### src/rtl/alu_issue_ctrl_if.sv
// Instruction, ALU and result bus of the sequential ALU issuing controller.
// The slave modport is the controller's view; the master modport is its environment.
interface alu_issue_ctrl_if #(
  parameter int CNT_W = 8
);
  logic             instr_valid;
  logic             instr_ready;
  logic [9:0]       instr;
  logic [3:0]       alu_A;
  logic [3:0]       alu_B;
  logic [3:0]       alu_sel;
  logic [3:0]       alu_C;
  logic             res_valid;
  logic             res_ready;
  logic [3:0]       res_data;
  logic [1:0]       res_rd;
  logic             res_err;
  logic [CNT_W-1:0] retired;

  modport slave (
    input  instr_valid, instr, alu_C, res_ready,
    output instr_ready, alu_A, alu_B, alu_sel, res_valid, res_data, res_rd, res_err, retired
  );

  modport master (
    output instr_valid, instr, alu_C, res_ready,
    input  instr_ready, alu_A, alu_B, alu_sel, res_valid, res_data, res_rd, res_err, retired
  );
endinterface

### src/rtl/alu_issue_ctrl.sv
// Serialising issue controller for the 4-bit ALU: IDLE accepts and reads operands,
// EXEC writes back the ALU (or immediate) result, RESP presents it until consumed.
module alu_issue_ctrl #(
  parameter int NREG  = 4,
  parameter int CNT_W = 8
) (
  input  logic            clk,
  input  logic            rst,
  alu_issue_ctrl_if.slave bus
);
  localparam logic [3:0]       OP_ALU_LAST = 4'b1000;
  localparam logic [3:0]       OP_LDI      = 4'b1001;
  localparam logic [CNT_W-1:0] CNT_ONE     = {{(CNT_W-1){1'b0}}, 1'b1};

  typedef enum logic [1:0] {
    IDLE = 2'd0,
    EXEC = 2'd1,
    RESP = 2'd2
  } state_t;

  state_t           state_q;
  logic [3:0]       rf_q [NREG];
  logic [3:0]       alu_a_q;
  logic [3:0]       alu_b_q;
  logic [3:0]       alu_sel_q;
  logic [1:0]       rd_q;
  logic [3:0]       imm_q;
  logic             instr_ready_q;
  logic             res_valid_q;
  logic [3:0]       res_data_q;
  logic [1:0]       res_rd_q;
  logic             res_err_q;
  logic [CNT_W-1:0] retired_q;

  logic [3:0]       res_data_d;
  logic             res_err_d;
  logic             wr_en_d;

  // Decode of the instruction sitting in EXEC; alu_sel_q doubles as the latched opcode.
  always_comb begin
    res_data_d = 4'h0;
    res_err_d  = 1'b0;
    wr_en_d    = 1'b0;
    if (alu_sel_q <= OP_ALU_LAST) begin
      res_data_d = bus.alu_C;
      wr_en_d    = 1'b1;
    end else if (alu_sel_q == OP_LDI) begin
      res_data_d = imm_q;
      wr_en_d    = 1'b1;
    end else begin
      res_err_d  = 1'b1;
    end
  end

  // Controller state, register file and all registered outputs.
  always_ff @(posedge clk or posedge rst) begin
    if (rst) begin
      state_q       <= IDLE;
      for (int i = 0; i < NREG; i++) begin
        rf_q[i] <= 4'h0;
      end
      alu_a_q       <= 4'h0;
      alu_b_q       <= 4'h0;
      alu_sel_q     <= 4'h0;
      rd_q          <= 2'd0;
      imm_q         <= 4'h0;
      instr_ready_q <= 1'b1;
      res_valid_q   <= 1'b0;
      res_data_q    <= 4'h0;
      res_rd_q      <= 2'd0;
      res_err_q     <= 1'b0;
      retired_q     <= {CNT_W{1'b0}};
    end else begin
      case (state_q)
        IDLE: begin
          if (bus.instr_valid) begin
            // Operands are read here, so rd may alias rs1/rs2 and still see the old value.
            alu_sel_q     <= bus.instr[9:6];
            rd_q          <= bus.instr[5:4];
            imm_q         <= bus.instr[3:0];
            alu_a_q       <= rf_q[bus.instr[3:2]];
            alu_b_q       <= rf_q[bus.instr[1:0]];
            instr_ready_q <= 1'b0;
            state_q       <= EXEC;
          end else begin
            state_q       <= IDLE;
          end
        end
        EXEC: begin
          if (wr_en_d) begin
            rf_q[rd_q] <= res_data_d;
          end else begin
            rf_q[rd_q] <= rf_q[rd_q];
          end
          res_data_q  <= res_data_d;
          res_err_q   <= res_err_d;
          res_rd_q    <= rd_q;
          res_valid_q <= 1'b1;
          state_q     <= RESP;
        end
        RESP: begin
          if (bus.res_ready) begin
            res_valid_q   <= 1'b0;
            instr_ready_q <= 1'b1;
            retired_q     <= retired_q + CNT_ONE;
            state_q       <= IDLE;
          end else begin
            state_q       <= RESP;
          end
        end
        default: begin
          res_valid_q   <= 1'b0;
          instr_ready_q <= 1'b1;
          state_q       <= IDLE;
        end
      endcase
    end
  end

  assign bus.instr_ready = instr_ready_q;
  assign bus.alu_A       = alu_a_q;
  assign bus.alu_B       = alu_b_q;
  assign bus.alu_sel     = alu_sel_q;
  assign bus.res_valid   = res_valid_q;
  assign bus.res_data    = res_data_q;
  assign bus.res_rd      = res_rd_q;
  assign bus.res_err     = res_err_q;
  assign bus.retired     = retired_q;
endmodule
### src/flat_wrapper.sv
// flat-port wrapper written by rule: the top's interface ports become plain ports
module alu_issue_ctrl_flat 
#(
  parameter int NREG  = 4,
  parameter int CNT_W = 8
)
  (clk, rst, bus_instr_valid, bus_instr, bus_alu_C, bus_res_ready, bus_instr_ready, bus_alu_A, bus_alu_B, bus_alu_sel, bus_res_valid, bus_res_data, bus_res_rd, bus_res_err, bus_retired);
  alu_issue_ctrl_if #(.CNT_W(CNT_W)) bus_i ();
  input  logic clk;
  input  logic rst;
  input wire logic [$bits(bus_i.instr_valid)-1:0] bus_instr_valid;
  input wire logic [$bits(bus_i.instr)-1:0] bus_instr;
  input wire logic [$bits(bus_i.alu_C)-1:0] bus_alu_C;
  input wire logic [$bits(bus_i.res_ready)-1:0] bus_res_ready;
  output wire logic [$bits(bus_i.instr_ready)-1:0] bus_instr_ready;
  output wire logic [$bits(bus_i.alu_A)-1:0] bus_alu_A;
  output wire logic [$bits(bus_i.alu_B)-1:0] bus_alu_B;
  output wire logic [$bits(bus_i.alu_sel)-1:0] bus_alu_sel;
  output wire logic [$bits(bus_i.res_valid)-1:0] bus_res_valid;
  output wire logic [$bits(bus_i.res_data)-1:0] bus_res_data;
  output wire logic [$bits(bus_i.res_rd)-1:0] bus_res_rd;
  output wire logic [$bits(bus_i.res_err)-1:0] bus_res_err;
  output wire logic [$bits(bus_i.retired)-1:0] bus_retired;
  assign bus_i.instr_valid = bus_instr_valid;
  assign bus_i.instr = bus_instr;
  assign bus_i.alu_C = bus_alu_C;
  assign bus_i.res_ready = bus_res_ready;
  assign bus_instr_ready = bus_i.instr_ready;
  assign bus_alu_A = bus_i.alu_A;
  assign bus_alu_B = bus_i.alu_B;
  assign bus_alu_sel = bus_i.alu_sel;
  assign bus_res_valid = bus_i.res_valid;
  assign bus_res_data = bus_i.res_data;
  assign bus_res_rd = bus_i.res_rd;
  assign bus_res_err = bus_i.res_err;
  assign bus_retired = bus_i.retired;
  alu_issue_ctrl #(.NREG(NREG), .CNT_W(CNT_W)) u_core (.clk(clk), .rst(rst), .bus(bus_i));
endmodule
### config.mk
export PLATFORM = sky130hd
export DESIGN_NAME = alu_issue_ctrl_flat
export DESIGN_NICKNAME = d
export VERILOG_FILES = /design/src/rtl/alu_issue_ctrl_if.sv /design/src/rtl/alu_issue_ctrl.sv /design/src/flat_wrapper.sv
export SDC_FILE = /design/constraint.sdc
export NUM_CORES = 1
export LEC_CHECK = 0
export ABC_CLOCK_PERIOD_IN_PS = 4090
export CAP_MARGIN = 25
export CORE_UTILIZATION = 53
export CTS_BUF_LIST = sky130_fd_sc_hd__clkbuf_8
export DETAILED_ROUTE_END_ITERATION = 10
export PLACE_DENSITY = 0.81
export SYNTH_ARGS = -nofsm -noshare
export SYNTH_HDL_FRONTEND = slang
export SYNTH_SLANG_ARGS = --single-unit
### constraint.sdc
create_clock -name clk -period 4.09 [get_ports clk]
set_input_delay 0.6135 -clock clk [delete_from_list [all_inputs] [get_ports clk]]
set_output_delay 0.6135 -clock clk [all_outputs]
set_load 0.05 [all_outputs]
-- Yosys cells after proc, flatten, opt, wreduce, memory -nomap -nowiden
Index checks and enable logic that the tools add are counted.
- flip-flop bits (word level): 53
- input port bits: 18
- logic and storage cells: 66
- add/subtract/negate cells: 1
- $lt $le $gt $ge: 5
- equal/unequal tests: 5
- multiplexer cells: 28
- bitwise operators: 5
- reduce and logical (&&, ||, !) cells: 6
- operators with widths (operator ; number):
    4-bit two-way mux ; 9
    16-bit bitwise mux ; 2
    4-bit binary-select mux with 2-bit select ; 3
    16-bit two-way mux ; 1
    3-bit greater-or-equal comparator, second input constant ; 3
    2-bit inverter with 3-bit output ; 3
    8-bit by 1-bit adder with 8-bit output, second input constant ; 1
    4-bit demux with 2-bit select ; 1
    1-bit two-way mux ; 8
    1-bit case mux with 3 select lines ; 2
    2-bit case mux with 3 select lines ; 1
    2-bit AND reduction ; 3
    4-bit equality test, second input constant ; 1
    4-bit less-or-equal comparator, second input constant ; 1
    2-bit inequality test, second input constant ; 2
    3-bit by 1-bit < comparator with 1-bit output, second input constant ; 1
    3-bit AND reduction ; 1
    2-bit by 1-bit equality test with 1-bit output, second input constant ; 1
    2-bit equality test, second input constant ; 1
    2-bit logical NOT ; 1
    2-bit two-way mux ; 1
    1-bit inverter ; 2
    1-bit logical AND ; 1

-- Depth between registers and ports, before layout
- depth after elaboration: 7
- depth in mapped cells: 5
- depth with buffers taken out: 4

-- Least setup slack after synthesis
No wires, ideal clock.
- kind: input to register
- start: input bus_instr_valid
- end: register u_core.alu_sel_q[0], in the netlist u_core.bus.alu_sel[0]
- arrival: 1.453 ns
- data required time: 3.965 ns
- slack: 2.512 ns
- stages: 4
- buffers on the path: 2
- cell sequence: nor3b_1 > buf_4 > buf_4 > mux2_2
- cells in the longest elaborated chain, start to end: 1
- RTL lines (what ; line ; source):
    start, declared ; flat_wrapper.sv:11 ; input wire logic [$bits(bus_i.instr_valid)-1:0] bus_instr_valid;
    2-bit AND reduction (no source line) ; -- ;
    end signal, assigned ; alu_issue_ctrl.sv:78 ; alu_sel_q <= bus.instr[9:6];
    end, declared ; alu_issue_ctrl.sv:25 ; logic [3:0] alu_sel_q;
No other way between the ends.
A chain may end at the register's enable or synchronous reset.

-- Worst setup path in the final report
- start: register u_core.alu_sel_q[3], in the netlist u_core.bus.alu_sel[3]
- end: output bus_alu_sel[3]
- RTL lines (what ; line ; source):
    end, declared ; flat_wrapper.sv:18 ; output wire logic [$bits(bus_i.alu_sel)-1:0] bus_alu_sel;
No word-level cell between the ends.

==> flow_results.xml <==
<?xml version="1.0" encoding="UTF-8"?>
<metrics>
  <group name="final_layout">
    <metric name="post_route_cells_drive_above_1_share" unit="%">19.7</metric>
    <metric name="multiInputGateArea" unit="sq um">1040</metric>
    <metric name="synthToLayoutAreaGrowth" unit="%">25.0</metric>
    <metric name="insertedDiodeCount" unit="">0</metric>
    <metric name="layout.nets" unit="">256</metric>
    <metric name="final-seq-area" unit="sq um">1330</metric>
    <metric name="layout.filler_cells" unit="">330</metric>
  </group>
  <group name="clock_network">
    <metric name="path_clk_slew" unit="ps">90</metric>
    <metric name="cts-root-to-sink-buffers" unit="">2</metric>
    <metric name="h-tree-depth" unit="">2</metric>
    <metric name="cts.sink_count" unit="">53</metric>
    <metric name="cts_hold_buf" unit="">0</metric>
    <metric name="cts_post_setup_buffers_inserted" unit="">0</metric>
    <metric name="cts.root.buffer_cell" unit="">sky130_fd_sc_hd__clkbuf_8</metric>
    <metric name="numCtsBuffers" unit="">5</metric>
    <metric name="clock_tree_from_tritoncts" unit="">yes</metric>
    <metric name="insertion_delay" unit="ps">310</metric>
    <metric name="cts.repair.resized" unit="">0</metric>
  </group>
  <group name="timing">
    <metric name="unrepaired_setup_endpoints_after_global_routing" unit="">no</metric>
    <metric name="hold_violations_final" unit="">0</metric>
    <metric name="timing.fmax" unit="MHz">415</metric>
    <metric name="final-max-slew-violation-count" unit="">0</metric>
    <metric name="worst_clock_skew" unit="ps">6.72</metric>
    <metric name="fin_crit_period" unit="ps">2410</metric>
    <metric name="worst_pin_slew" unit="ps">542</metric>
    <metric name="finalSetupViolations" unit="">0</metric>
    <metric name="setup_total_negative_slack" unit="ps">0</metric>
    <metric name="maxSlewHeadroom" unit="%">63.9</metric>
    <metric name="post-route-period-util" unit="%">59.0</metric>
  </group>
  <group name="die">
    <metric name="dieWidth" unit="microns">69.7</metric>
    <metric name="ioPinCount" unit="">47</metric>
    <metric name="initial_utilization" unit="%">55.4</metric>
    <metric name="die_h" unit="microns">69.7</metric>
    <metric name="placementRows" unit="">24</metric>
    <metric name="die_area" unit="sq um">4860</metric>
    <metric name="fp.coreArea" unit="sq um">4380</metric>
  </group>
  <group name="worst_setup_path">
    <metric name="timing_worst_setup_path_type" unit="">reg -&gt; out</metric>
    <metric name="critical_path.top_delay_family" unit="">buffers and inverters</metric>
    <metric name="worst-endpoint-required" unit="ps">3480</metric>
    <metric name="startpoint_type" unit="">flop</metric>
    <metric name="critical_path_depth" unit="">1</metric>
    <metric name="path_buf_inv" unit="">1</metric>
    <metric name="path_cells" unit="">clkdlybuf4s50_1</metric>
    <metric name="timing.critical_path.to_type" unit="">output port</metric>
    <metric name="wp_data_arrival" unit="ps">1800</metric>
    <metric name="master_of_the_slowest_instance_on_the_critical_path" unit="">sky130_fd_sc_hd__clkdlybuf4s50_1</metric>
    <metric name="highest_cell_delay_on_the_worst_timing_path" unit="ps">880</metric>
    <metric name="reg2reg_depth" unit="">4</metric>
    <metric name="worst-path-max-fanout" unit="">12</metric>
  </group>
  <group name="routing">
    <metric name="drc_errors" unit="">0</metric>
    <metric name="antenna_violating_nets_post_route" unit="">0</metric>
    <metric name="drt_first_pass_iters" unit="">4</metric>
    <metric name="post_drt_wl_per_cell" unit="microns">16.1</metric>
    <metric name="vias" unit="">1648</metric>
    <metric name="routed_wl" unit="microns">4670</metric>
    <metric name="drt_iter0_markers" unit="">80</metric>
    <metric name="post_drt_via_cell_ratio" unit="">5.68</metric>
  </group>
  <group name="logic_synthesis">
    <metric name="synth_nets" unit="">210</metric>
    <metric name="post_synth_num_cell_types" unit="">35</metric>
    <metric name="synth-main-ff-cell" unit="">sky130_fd_sc_hd__dfrtp_1</metric>
    <metric name="ys_async_sr_fraction" unit="%">100</metric>
    <metric name="yosys.area.top_type" unit="">sky130_fd_sc_hd__dfrtp_1</metric>
    <metric name="post-synth-top-count-cell" unit="">sky130_fd_sc_hd__dfrtp_1</metric>
    <metric name="syn-instance-count" unit="">191</metric>
    <metric name="synth_area_leaders" unit="">sky130_fd_sc_hd__dfrtp_1, sky130_fd_sc_hd__mux4_2, sky130_fd_sc_hd__mux2_2</metric>
    <metric name="synth.cell_area" unit="sq um">2430</metric>
    <metric name="post-synth-top-area-fraction" unit="%">53.6</metric>
    <metric name="synth.cells.most_frequent" unit="">sky130_fd_sc_hd__dfrtp_1, sky130_fd_sc_hd__nand2_1, sky130_fd_sc_hd__mux2_2</metric>
    <metric name="synth-warning-count" unit="">0</metric>
    <metric name="synth_sequential_area_ratio" unit="%">54.6</metric>
    <metric name="synth_edf_count" unit="">0</metric>
    <metric name="synth_seq_cells" unit="">53</metric>
    <metric name="synth.avg_cell_area" unit="sq um">12.7</metric>
  </group>
  <group name="placement">
    <metric name="hpwl" unit="microns">3520</metric>
    <metric name="portBuffers" unit="">46</metric>
    <metric name="gpl.final_weighted_congestion" unit="">0.810</metric>
  </group>
  <group name="global_routing">
    <metric name="global_route_wire_length_before_repair" unit="microns">8130</metric>
    <metric name="number_of_antenna_violations_at_the_first_check_in_global_routing" unit="">0</metric>
    <metric name="grt_pass1_vias" unit="">1631</metric>
    <metric name="grt_overflow_total" unit="">0</metric>
    <metric name="grt_start_max_net_pins" unit="">36</metric>
    <metric name="grtUsageTotal" unit="%">21.7</metric>
  </group>
  <group name="power">
    <metric name="vdd_drop_max" unit="mV">0.355</metric>
    <metric name="cellPowerDensity" unit="nW/um^2">870</metric>
    <metric name="totalPowerFinal" unit="W">0.00264</metric>
    <metric name="cellLeakagePower" unit="nW">1.30</metric>
  </group>
  <group name="hold_path">
    <metric name="hold_path_class" unit="">reg -&gt; reg</metric>
    <metric name="min_delay_path_depth" unit="">1</metric>
  </group>
  <group name="flow_run">
    <metric name="maxCapViolCount" unit="">0</metric>
  </group>
  <group name="outcome">
    <metric name="run_status" unit="">finished, final reports clean</metric>
  </group>
</metrics>
==> per-layer routing <==
| layer | vias to the layer above | global-route usage (%) | wire length (microns) |
|---|---|---|---|
| met3 | 7 | 4.07 | 203 |
| met4 | 0 | 7.33 | 70 |
| li1 | 787 | - | - |
| met5 | - | 0 | 0 |
| met2 | 39 | 34.5 | 2280 |
| met1 | 815 | 30.3 | 2110 |
==> final cells by class <==
type	instances	area share [%]
sequential	53	43.7
tap	52	2.14
clock inverter	1	0.165
timing repair buffer	48	16.1
multi-input combinational	125	34.2
clock buffer	7	3.17
inverter	4	0.494
==> flip-flops by register name, summed over array words and instances (netlist names) <==
| register | flops |
|---|---|
| u_core.imm_q | 4 |
| u_core.state_q | 2 |
| u_core.bus.retired | 8 |
| u_core.bus.alu_A | 4 |
| u_core.bus.instr_ready | 1 |
| u_core.rd_q | 2 |
| u_core.rf_q | 16 |
| u_core.bus.res_rd | 2 |
| u_core.bus.res_data | 4 |
| u_core.bus.res_err | 1 |
| u_core.bus.res_valid | 1 |
| u_core.bus.alu_sel | 4 |
| u_core.bus.alu_B | 4 |
==> where the power goes <==
group	leakage [nW]	total, W	switching, W	internal (W)
clock network	0.0542	0.000318	0.000165	0.000153
registers	0.643	0.00101	0.000238	0.000768
logic	0.598	0.00132	0.000757	0.000560
total	1.30	0.00264	0.00116	0.00148
==> path summary, 6_finish.rpt <==
path                                  startpoint                endpoint  slack (ps)
setup / recovery           u_core.bus.alu_sel[3]          bus_alu_sel[3]        1680
hold / removal             u_core.bus.retired[7]   u_core.bus.retired[7]         470
setup reg to reg               u_core.state_q[1]         u_core.rf_q[14]        2290
hold reg to reg            u_core.bus.retired[7]   u_core.bus.retired[7]         470
max in group asynchronous                    rst  u_core.bus.instr_ready        2880
min in group asynchronous                    rst   u_core.bus.alu_sel[1]         610
==> kinds of logic (layout without fill, tap and decap cells) <==
kind of cell               after synthesis  after routing  synth area share, %
DFF                                     53             53                 54.6
buffers and inverters                   13             60                 2.78
adders and majority gates                1              1                0.515
AOI/OAI and AO/OA                       34             34                 9.47
and+or+nand+nor                         52             52                 11.2
xor gates and xnor gates                 7              7                 2.52
muxes                                   31             31                 18.9
==> metrics by stage <==
| step | util [%] | setup slack [ps] | hold slack [ps] | cells | instance area, sq um |
|---|---|---|---|---|---|
| final | 69.3 | 1680 | 472 | 290 | 3040 |
| after global routing | 69.3 | 1590 | 493 | 290 | 3040 |
| after CTS | 69.3 | 1670 | 479 | 290 | 3040 |
| after detailed placement | 67.0 | 1860 | 466 | 282 | 2940 |
| after global placement | 66.5 | 1880 | 460 | 281 | 2920 |
| after floorplan | - | 2190 | 460 | 191 | 2430 |
==> placed cells by master, fill, tap and decap left out, types with 5 or more instances in the layout <==
cell / instances
sky130_fd_sc_hd__mux2_2: 19
sky130_fd_sc_hd__clkbuf_8: 7
sky130_fd_sc_hd__xnor2_1: 5
sky130_fd_sc_hd__dfrtp_1: 52
sky130_fd_sc_hd__nand3_1: 5
sky130_fd_sc_hd__mux4_2: 10
sky130_fd_sc_hd__clkdlybuf4s50_1: 46
sky130_fd_sc_hd__o21ai_0: 17
sky130_fd_sc_hd__nand2_1: 25
sky130_fd_sc_hd__o2bb2ai_1: 6
No activity file was read; power rests on OpenSTA's default activity.
==> edit, RTL diff (same flow settings) <==
`CNT_W` is set to 8 in 3 places; all go to 7.
--- a/src/rtl/alu_issue_ctrl_if.sv
+++ b/src/rtl/alu_issue_ctrl_if.sv
@@ -2,5 +2,5 @@
 // The slave modport is the controller's view; the master modport is its environment.
 interface alu_issue_ctrl_if #(
-  parameter int CNT_W = 8
+  parameter int CNT_W = 7
 );
   logic             instr_valid;
--- a/src/rtl/alu_issue_ctrl.sv
+++ b/src/rtl/alu_issue_ctrl.sv
@@ -3,5 +3,5 @@
 module alu_issue_ctrl #(
   parameter int NREG  = 4,
-  parameter int CNT_W = 8
+  parameter int CNT_W = 7
 ) (
   input  logic            clk,
--- a/src/flat_wrapper.sv
+++ b/src/flat_wrapper.sv
@@ -3,5 +3,5 @@
 #(
   parameter int NREG  = 4,
-  parameter int CNT_W = 8
+  parameter int CNT_W = 7
 )
   (clk, rst, bus_instr_valid, bus_instr, bus_alu_C, bus_res_ready, bus_instr_ready, bus_alu_A, bus_alu_B, bus_alu_sel, bus_res_valid, bus_res_data, bus_res_rd, bus_res_err, bus_retired);
Interface: changed (resized bus_retired); port bits go from 47 to 46. The function was not compared with the original's and may differ.
==> edit against the original RTL <==
  * Sequential cell count down 1
  * Worst hold slack improved by 5.4 ps
  * Power is 8.0% lower
  * Sequential share of layout area increased by 1.4 points
  * Sequential power is 6% lower
  * Area after synthesis fell by 5.7%
  * Setup slack better by 110 ps
  * Non-clock buffer count shrank 2
  * Wire length rose by 1.5%
  * Register-to-register slack worse by 50 ps
  * Design area down 4.9%
  * Critical path type unchanged
  * Largest cell class unchanged
==> edit: results (changes against the original RTL) <==
[detailed_routing]
wl_met3_um = 216  ; +6.4%
routed.top_layer = met4
firstDrtPassIters = 5  ; +1
wl_met1_mm = 2.12  ; +0.38%
wl_met2_mm = 2.33  ; +2.2%
dr.first_iter.drc_count = 130  ; +63%
wl_mm = 4.74  ; +1.5%
wl_per_cell_um = 16.0  ; -0.85%
routed_via_density = 5.65  ; -0.64%

[synthesis]
syn_nets = 219  ; +4.3%
ys_seq_area_share_pct = 56.8  ; +2.2 points
synthTopCellsByCount = nand2_1, dfrtp_1, o2bb2ai_1
synth_area_leaders = dfrtp_1, nand2_1, mux4_2, o2bb2ai_1, xnor2_1
yosysWarnings = 0  ; unchanged
synthCells = 200  ; +4.7%

[critical_path]
crit_fanout = 8  ; -4
crit_path_max_incr_delay_ps = 860  ; -20 ps
reg2reg_to = u_core.rf_q[0]
r2r_slack_ps = 2240  ; -50 ps
r2r_cells = 3  ; -1
crit_arrival_ps = 1690  ; -110 ps
r2r_start = u_core.state_q[0]
crit_end = bus_alu_sel[3]
worst_path_dominant_cell_family = buffers and inverters

[final_layout]
drive_gt1_share_pct = 9.72  ; -10 points
nets = 265  ; +3.5%
fillCellCount = 297  ; -10%

[min_path]
hold_path_end = u_core.bus.alu_A[2]
hold_depth = 2  ; +1
hold_start = u_core.bus.alu_A[2]

[place]
dp_hpwl_mm = 3.34  ; -5.2%
io_buffers = 45  ; -2.2%
gp_congestion = 0.789  ; -2.6%
dp_cells = 288  ; +2.1%
pre_cts_slack_ps = 1710  ; -157 ps
dpl_cell_area_um2 = 2760  ; -5.9%

[global_route]
grt_util_met2_pct = 37.4  ; +2.9 points
grt_pass1_vias = 1648  ; +1.0%
use_met3_pct = 4.05  ; -0.016 points
grt_pass1_wl_mm = 7.78  ; -4.2%
grt_max_degree = 53  ; +47%
grt_util_met1_pct = 31.7  ; +1.4 points

[status]
status = complete, no violations

[power]
ir_worst_vdd_v = 0.000473  ; +33%
clk-power_mw = 0.337  ; +6%
swShare_pct = 44.3  ; +0.34 points
power_leakage_nw = 1.30  ; +0.33%
p_clk_share_pct = 13.9  ; +1.8 points
powerSeq_mw = 0.953  ; -6%

[sta]
max_freq_mhz = 435  ; +4.8%
finClkSkew_ps = 6.88  ; +0.160 ps
max-slew-margin-rel_pct = 49.2  ; -15 points
holdWs_ps = 478  ; +5.42 ps

[edit: cell types whose count changed in the layout (fill, tap and decap cells not counted), sizes merged, moves of 4 or more]
cell	change
a21oi	+4
a22oi	+4
and3	+4
mux2	-18
nand2	+37
nand3	-4
o21ai	-17
o2bb2ai	+10
[edit: layout make-up]
class                      count  area [um2]  area share (%)
multi-input combinational    138         933            32.3
timing repair buffer          46         470            16.3
inverter                       3        12.5           0.433
tap                           50        62.6            2.17
clock buffer                   5        68.8            2.38
clock inverter                 3        38.8            1.34
sequential                    52        1300            45.1
[edit: cell families after synthesis]
| group | Yosys count | synth area share [%] |
|---|---|---|
| AO/OA/AOI/OAI | 32 | 11.1 |
| buffers and inverters | 10 | 2.46 |
| flip-flops | 52 | 56.8 |
| AND/OR/NAND/NOR | 90 | 18.4 |
| multiplexers | 9 | 8.35 |
| adder cells (fa/ha/maj) | 1 | 0.546 |
| XOR/XNOR | 6 | 2.29 |
